**src/rtl/vm1_bus_target.sv**
```systemverilog
// VM1 Q-bus style target: decodes an address window, turns DIN/DOUT strobes into
// request/acknowledge memory transactions and answers with RPLY after optional wait states.
module vm1_bus_target #(
   parameter logic [15:0] BASE_ADDR   = 16'h8000,
   parameter logic [15:0] ADDR_MASK   = 16'hC000,
   parameter int unsigned WAIT_STATES = 0
) (
   input  logic        pin_clk,
   input  logic        pin_dclo,
   input  logic [15:0] bus_addr,
   input  logic        bus_sync,
   input  logic        bus_din,
   input  logic        bus_dout,
   input  logic [1:0]  bus_wtbt,
   input  logic [15:0] bus_wdata,
   output logic [15:0] bus_rdata,
   output logic        bus_rply,
   output logic        bus_sel,
   output logic [14:0] mem_addr,
   output logic        mem_rd,
   output logic        mem_wr,
   output logic [1:0]  mem_be,
   output logic [15:0] mem_wdata,
   input  logic [15:0] mem_rdata,
   input  logic        mem_ack
);

   localparam logic [2:0] ST_IDLE   = 3'd0;
   localparam logic [2:0] ST_SEL    = 3'd1;
   localparam logic [2:0] ST_RD_REQ = 3'd2;
   localparam logic [2:0] ST_WR_REQ = 3'd3;
   localparam logic [2:0] ST_WAIT   = 3'd4;
   localparam logic [2:0] ST_RPLY   = 3'd5;
   localparam logic [2:0] ST_DRAIN  = 3'd6;

   localparam logic [3:0] WAIT_INIT = 4'(WAIT_STATES);

   logic [2:0]  state_r;
   logic        sync_r;
   logic [3:0]  wait_cnt_r;
   logic [15:0] rdata_r;
   logic        is_rd_r;

   logic        rise_s;
   logic        hit_s;
   logic        strobe_s;

   assign rise_s   = bus_sync & ~sync_r;
   assign hit_s    = ((bus_addr ^ BASE_ADDR) & ADDR_MASK) == 16'h0000;
   // The strobe that opened the current data phase; its fall ends the reply.
   assign strobe_s = is_rd_r ? bus_din : bus_dout;

   // Bus-cycle state machine with all outputs registered.
   always_ff @(posedge pin_clk or posedge pin_dclo) begin
      if (pin_dclo) begin
         state_r    <= ST_IDLE;
         sync_r     <= 1'b0;
         wait_cnt_r <= 4'd0;
         rdata_r    <= 16'h0000;
         is_rd_r    <= 1'b0;
         bus_rdata  <= 16'h0000;
         bus_rply   <= 1'b0;
         bus_sel    <= 1'b0;
         mem_addr   <= 15'h0000;
         mem_rd     <= 1'b0;
         mem_wr     <= 1'b0;
         mem_be     <= 2'b00;
         mem_wdata  <= 16'h0000;
      end else begin
         sync_r <= bus_sync;
         case (state_r)
            ST_IDLE: begin
               if (rise_s && hit_s) begin
                  mem_addr <= bus_addr[15:1];
                  bus_sel  <= 1'b1;
                  state_r  <= ST_SEL;
               end
            end
            ST_SEL: begin
               if (!bus_sync) begin
                  bus_sel <= 1'b0;
                  state_r <= ST_IDLE;
               end else if (bus_din) begin
                  mem_rd  <= 1'b1;
                  is_rd_r <= 1'b1;
                  state_r <= ST_RD_REQ;
               end else if (bus_dout) begin
                  mem_wr    <= 1'b1;
                  is_rd_r   <= 1'b0;
                  mem_wdata <= bus_wdata;
                  mem_be    <= (bus_wtbt == 2'b00) ? 2'b11 : bus_wtbt;
                  state_r   <= ST_WR_REQ;
               end
            end
            ST_RD_REQ, ST_WR_REQ: begin
               if (mem_ack) begin
                  mem_rd     <= 1'b0;
                  mem_wr     <= 1'b0;
                  rdata_r    <= is_rd_r ? mem_rdata : 16'h0000;
                  wait_cnt_r <= WAIT_INIT;
                  if (!bus_sync) begin
                     bus_sel <= 1'b0;
                     state_r <= ST_IDLE;
                  end else if (WAIT_INIT == 4'd0) begin
                     bus_rply  <= 1'b1;
                     bus_rdata <= is_rd_r ? mem_rdata : 16'h0000;
                     state_r   <= ST_RPLY;
                  end else begin
                     state_r <= ST_WAIT;
                  end
               end else if (!bus_sync) begin
                  // CPU gave up; keep the request until memory finishes it.
                  bus_sel <= 1'b0;
                  state_r <= ST_DRAIN;
               end
            end
            ST_WAIT: begin
               if (!bus_sync) begin
                  wait_cnt_r <= 4'd0;
                  bus_sel    <= 1'b0;
                  state_r    <= ST_IDLE;
               end else if (wait_cnt_r <= 4'd1) begin
                  wait_cnt_r <= 4'd0;
                  bus_rply   <= 1'b1;
                  bus_rdata  <= rdata_r;
                  state_r    <= ST_RPLY;
               end else begin
                  wait_cnt_r <= wait_cnt_r - 4'd1;
               end
            end
            ST_RPLY: begin
               if (!strobe_s) begin
                  bus_rply  <= 1'b0;
                  bus_rdata <= 16'h0000;
                  if (bus_sync) begin
                     state_r <= ST_SEL;
                  end else begin
                     bus_sel <= 1'b0;
                     state_r <= ST_IDLE;
                  end
               end
            end
            ST_DRAIN: begin
               if (mem_ack) begin
                  mem_rd  <= 1'b0;
                  mem_wr  <= 1'b0;
                  state_r <= ST_IDLE;
               end
            end
            default: begin
               mem_rd    <= 1'b0;
               mem_wr    <= 1'b0;
               bus_rply  <= 1'b0;
               bus_rdata <= 16'h0000;
               bus_sel   <= 1'b0;
               state_r   <= ST_IDLE;
            end
         endcase
      end
   end

endmodule

```
**config.mk**
```make
export PLATFORM = sky130hd
export DESIGN_NAME = vm1_bus_target
export DESIGN_NICKNAME = d
export VERILOG_FILES = /design/src/rtl/vm1_bus_target.sv
export SDC_FILE = /design/constraint.sdc
export NUM_CORES = 1
export LEC_CHECK = 0
export CAP_MARGIN = 20
export CORE_MARGIN = 5
export CORE_UTILIZATION = 50
export DETAILED_ROUTE_END_ITERATION = 10
export HOLD_SLACK_MARGIN = 0.06
export PLACE_DENSITY = 0.94
export SYNTH_ARGS = -nofsm -noshare
export SYNTH_HDL_FRONTEND = slang
export SYNTH_SLANG_ARGS = --single-unit
```
**constraint.sdc**
```tcl
create_clock -name pin_clk -period 5.7 [get_ports pin_clk]
set_input_delay 1.14 -clock pin_clk [delete_from_list [all_inputs] [get_ports pin_clk]]
set_output_delay 1.14 -clock pin_clk [all_outputs]
set_load 0.01 [all_outputs]
```
==> flow_summary.yaml <==
timing:
  timing.setup.tns_ps: 0
  slew_headroom_pct: 36.0
  rsz0062_at_grt: "no"
  hold_viol: 0
  setup_viol: 0
  slew_violations: 0
  worstMarginPinSlew_ps: 960
  fin_crit_ps: 2960
  fin_skew_ps: 12.1
  period_share_pct: 51.9
  max_freq_mhz: 338
route:
  detail-route-antenna-nets: 0
  drt_iter0_drc: 100
  wirelength_um: 7950
  drc: 0
  avgRoutedWirePerCell_um: 16.8
  vias: 2582
  via_per_inst: 5.45
  dr.pass1.iters: 4
critical_path:
  crit_fanout: 17
  cp-start-kind: "input port"
  crit_required_ps: 5920
  arrival_ps: 3180
  end_kind: "register"
  critPathKind: "in2reg"
cts:
  clock_sinks: 78
  cts_buffer_depth: 2
  cts_resized: 0
  postCtsHoldBufs: 0
  numCtsBuffers: 9
  clock_latency_ps: 340
  ctsRootBufferMaster: "clkbuf_8"
  cts_tree: "yes"
  post_cts_buffers: 0
  path_clk_slew_ps: 80
  htree_levels: 3
floorplan:
  io-pin-count: 109
  rows: 30
  initial_core_util_pct: 51.0
  die_w_um: 92.8
  core_sq_um: 6720
  die_h_um: 92.8
  die_area_sq_um: 8620
placed_design:
  dp.final_hpwl_um: 5590
  gp_congestion: 0.822
  numPortBuffers: 107
synthesis:
  syn-mean-instance-area_sq_um: 11.9
  synth_seq_area_share_pct: 56.9
  syn_inst: 289
  synth_fp_nets: 347
  ys_seq_elements: 78
  yosys_warnings: 0
  syn_area_sq_um: 3430
  synthDistinctLibCells: 41
outcome:
  status: "finished, final reports clean"
global_routing:
  grt.overflow.total: 0
  track_usage_pct: 19.0
  grt_pass1_wl_um: 13100
  antenna_found_initial: 0
  grt_max_degree: 79
  grt_pass1_vias: 2705
min_path:
  hold_class: "reg2reg"
power_and_ir_drop:
  peakVddDrop_mv: 0.225
  power_mw: 2.16
  power.density_nw_per_um2: 458
  cellLeakagePower_nw: 2.02
run:
  maxCapViolCount: 0
layout:
  diodes: 0
  area_growth_syn_to_layout_pct: 37.5
  drive_gt1_share_pct: 14.5
  num-nets-final: 447
  fillers: 520
[logic make-up (layout without fill, tap and decap cells)]
logic type,count (synthesis),count (layout),share of synthesized area [%]
buffers and inverters,27,132,4.12
xor gates and xnor gates,2,2,0.511
muxes,33,33,10.9
DFF,78,78,56.9
adders and majority gates,2,2,0.730
AOI/OAI and AO/OA,77,77,17.0
and+or+nand+nor,70,70,9.78
[sequential cells by signal (all words and copies together), names as in the netlist]
name / flops
mem_wdata: 16
rdata_r: 16
wait_cnt_r: 4
mem_be: 2
bus_sel: 1
bus_rply: 1
is_rd_r: 1
mem_addr: 15
bus_rdata: 16
mem_rd: 1
mem_wr: 1
state_r: 3
sync_r: 1
[placed cells by master, fill, tap and decap left out, types with 6 or more instances in the layout]
cell / n
nand2_1: 42
clkbuf_8: 9
dfrtp_1: 78
o21ai_0: 22
a32o_1: 16
mux2_2: 31
clkdlybuf4s50_1: 107
a22o_1: 18
a21oi_1: 6
[worst max-delay path: stages]
cell and delay [ps]:
clkdlybuf4s50_1 550, nor2b_1 230, o21ai_1 290, a211o_1 590, mux2_1 380
[metal layers]
metal	global-route usage, %	vias up	routed length, um
met5	0	-	0
met4	4.40	0	54
met3	4.96	6	470
met2	32.9	91	4000
met1	23.8	1255	3430
li1	-	1230	-
[final cells by class]
type / instances / area [sq um] / share of cell area (%)
tap: 80 / 100 / 2.12
clock buffer: 10 / 128 / 2.71
clock inverter: 6 / 62.6 / 1.33
timing repair buffer: 110 / 1110 / 23.6
multi-input combinational: 184 / 1340 / 28.3
sequential: 78 / 1950 / 41.4
inverter: 6 / 23.8 / 0.504
[stage by stage]
step                      hold WS (ps)  area [sq um]  std cells  utilization (%)  setup WS (ps)
after floorplan                    450          3430        289                -           2560
after global placement             451          4500        457             66.9           2440
after detailed placement           474          4500        457             66.9           2370
after CTS                          496          4690        473             69.8           2750
after global routing               516          4720        474             70.2           2660
final                              491          4720        474             70.2           2740
[synth_stat cells]
library cell | instances | share of area [%]
a2111oi_0 | 2 | 0.51
a211o_1 | 1 | 0.26
a211oi_1 | 1 | 0.22
a211oi_4 | 1 | 0.58
a21boi_0 | 1 | 0.22
a21o_1 | 3 | 0.66
a21oi_1 | 6 | 0.88
a22o_1 | 18 | 4.6
a31oi_1 | 2 | 0.36
a32o_1 | 16 | 4.7
and2_0 | 1 | 0.18
and2_1 | 1 | 0.18
and2b_1 | 2 | 0.44
and3_1 | 1 | 0.18
and3_4 | 1 | 0.33
buf_2 | 5 | 0.73
buf_4 | 3 | 0.66
buf_6 | 3 | 0.98
clkbuf_1 | 10 | 1.1
dfrtp_1 | 78 | 57
ha_1 | 2 | 0.73
inv_1 | 6 | 0.66
mux2_1 | 1 | 0.33
mux2_2 | 31 | 10
mux2_4 | 1 | 0.44
nand2_1 | 42 | 4.6
nand2_2 | 1 | 0.18
nand2b_1 | 5 | 0.91
nand3_1 | 1 | 0.15
nor2_1 | 5 | 0.55
nor2b_1 | 3 | 0.55
nor2b_2 | 1 | 0.26
nor3_1 | 2 | 0.29
nor3b_1 | 2 | 0.44
nor3b_2 | 1 | 0.36
o21ai_0 | 22 | 3.2
o21ai_1 | 1 | 0.15
o21bai_1 | 2 | 0.44
o311ai_0 | 1 | 0.26
or2_2 | 1 | 0.18
xnor2_1 | 2 | 0.51
[final timing paths]
path,from,cells past startpoint,end,slack (ps)
min reg2reg,rdata_r[9],2,rdata_r[9],490
max in group asynchronous,pin_dclo,3,mem_wdata[4],3660
max reg2reg,state_r[1],4,bus_rdata[15],2890
min,rdata_r[9],2,rdata_r[9],490
min in group asynchronous,pin_dclo,3,rdata_r[13],1420
max,bus_sync,5,bus_rdata[15],2740
[report_power, final]
part           switching, mW  total [mW]  internal [mW]
sequential             0.142       0.899          0.757
clock                  0.198       0.399          0.201
combinational          0.372       0.862          0.490
total                  0.712        2.16           1.45
No activity file was read; power rests on OpenSTA's default activity.
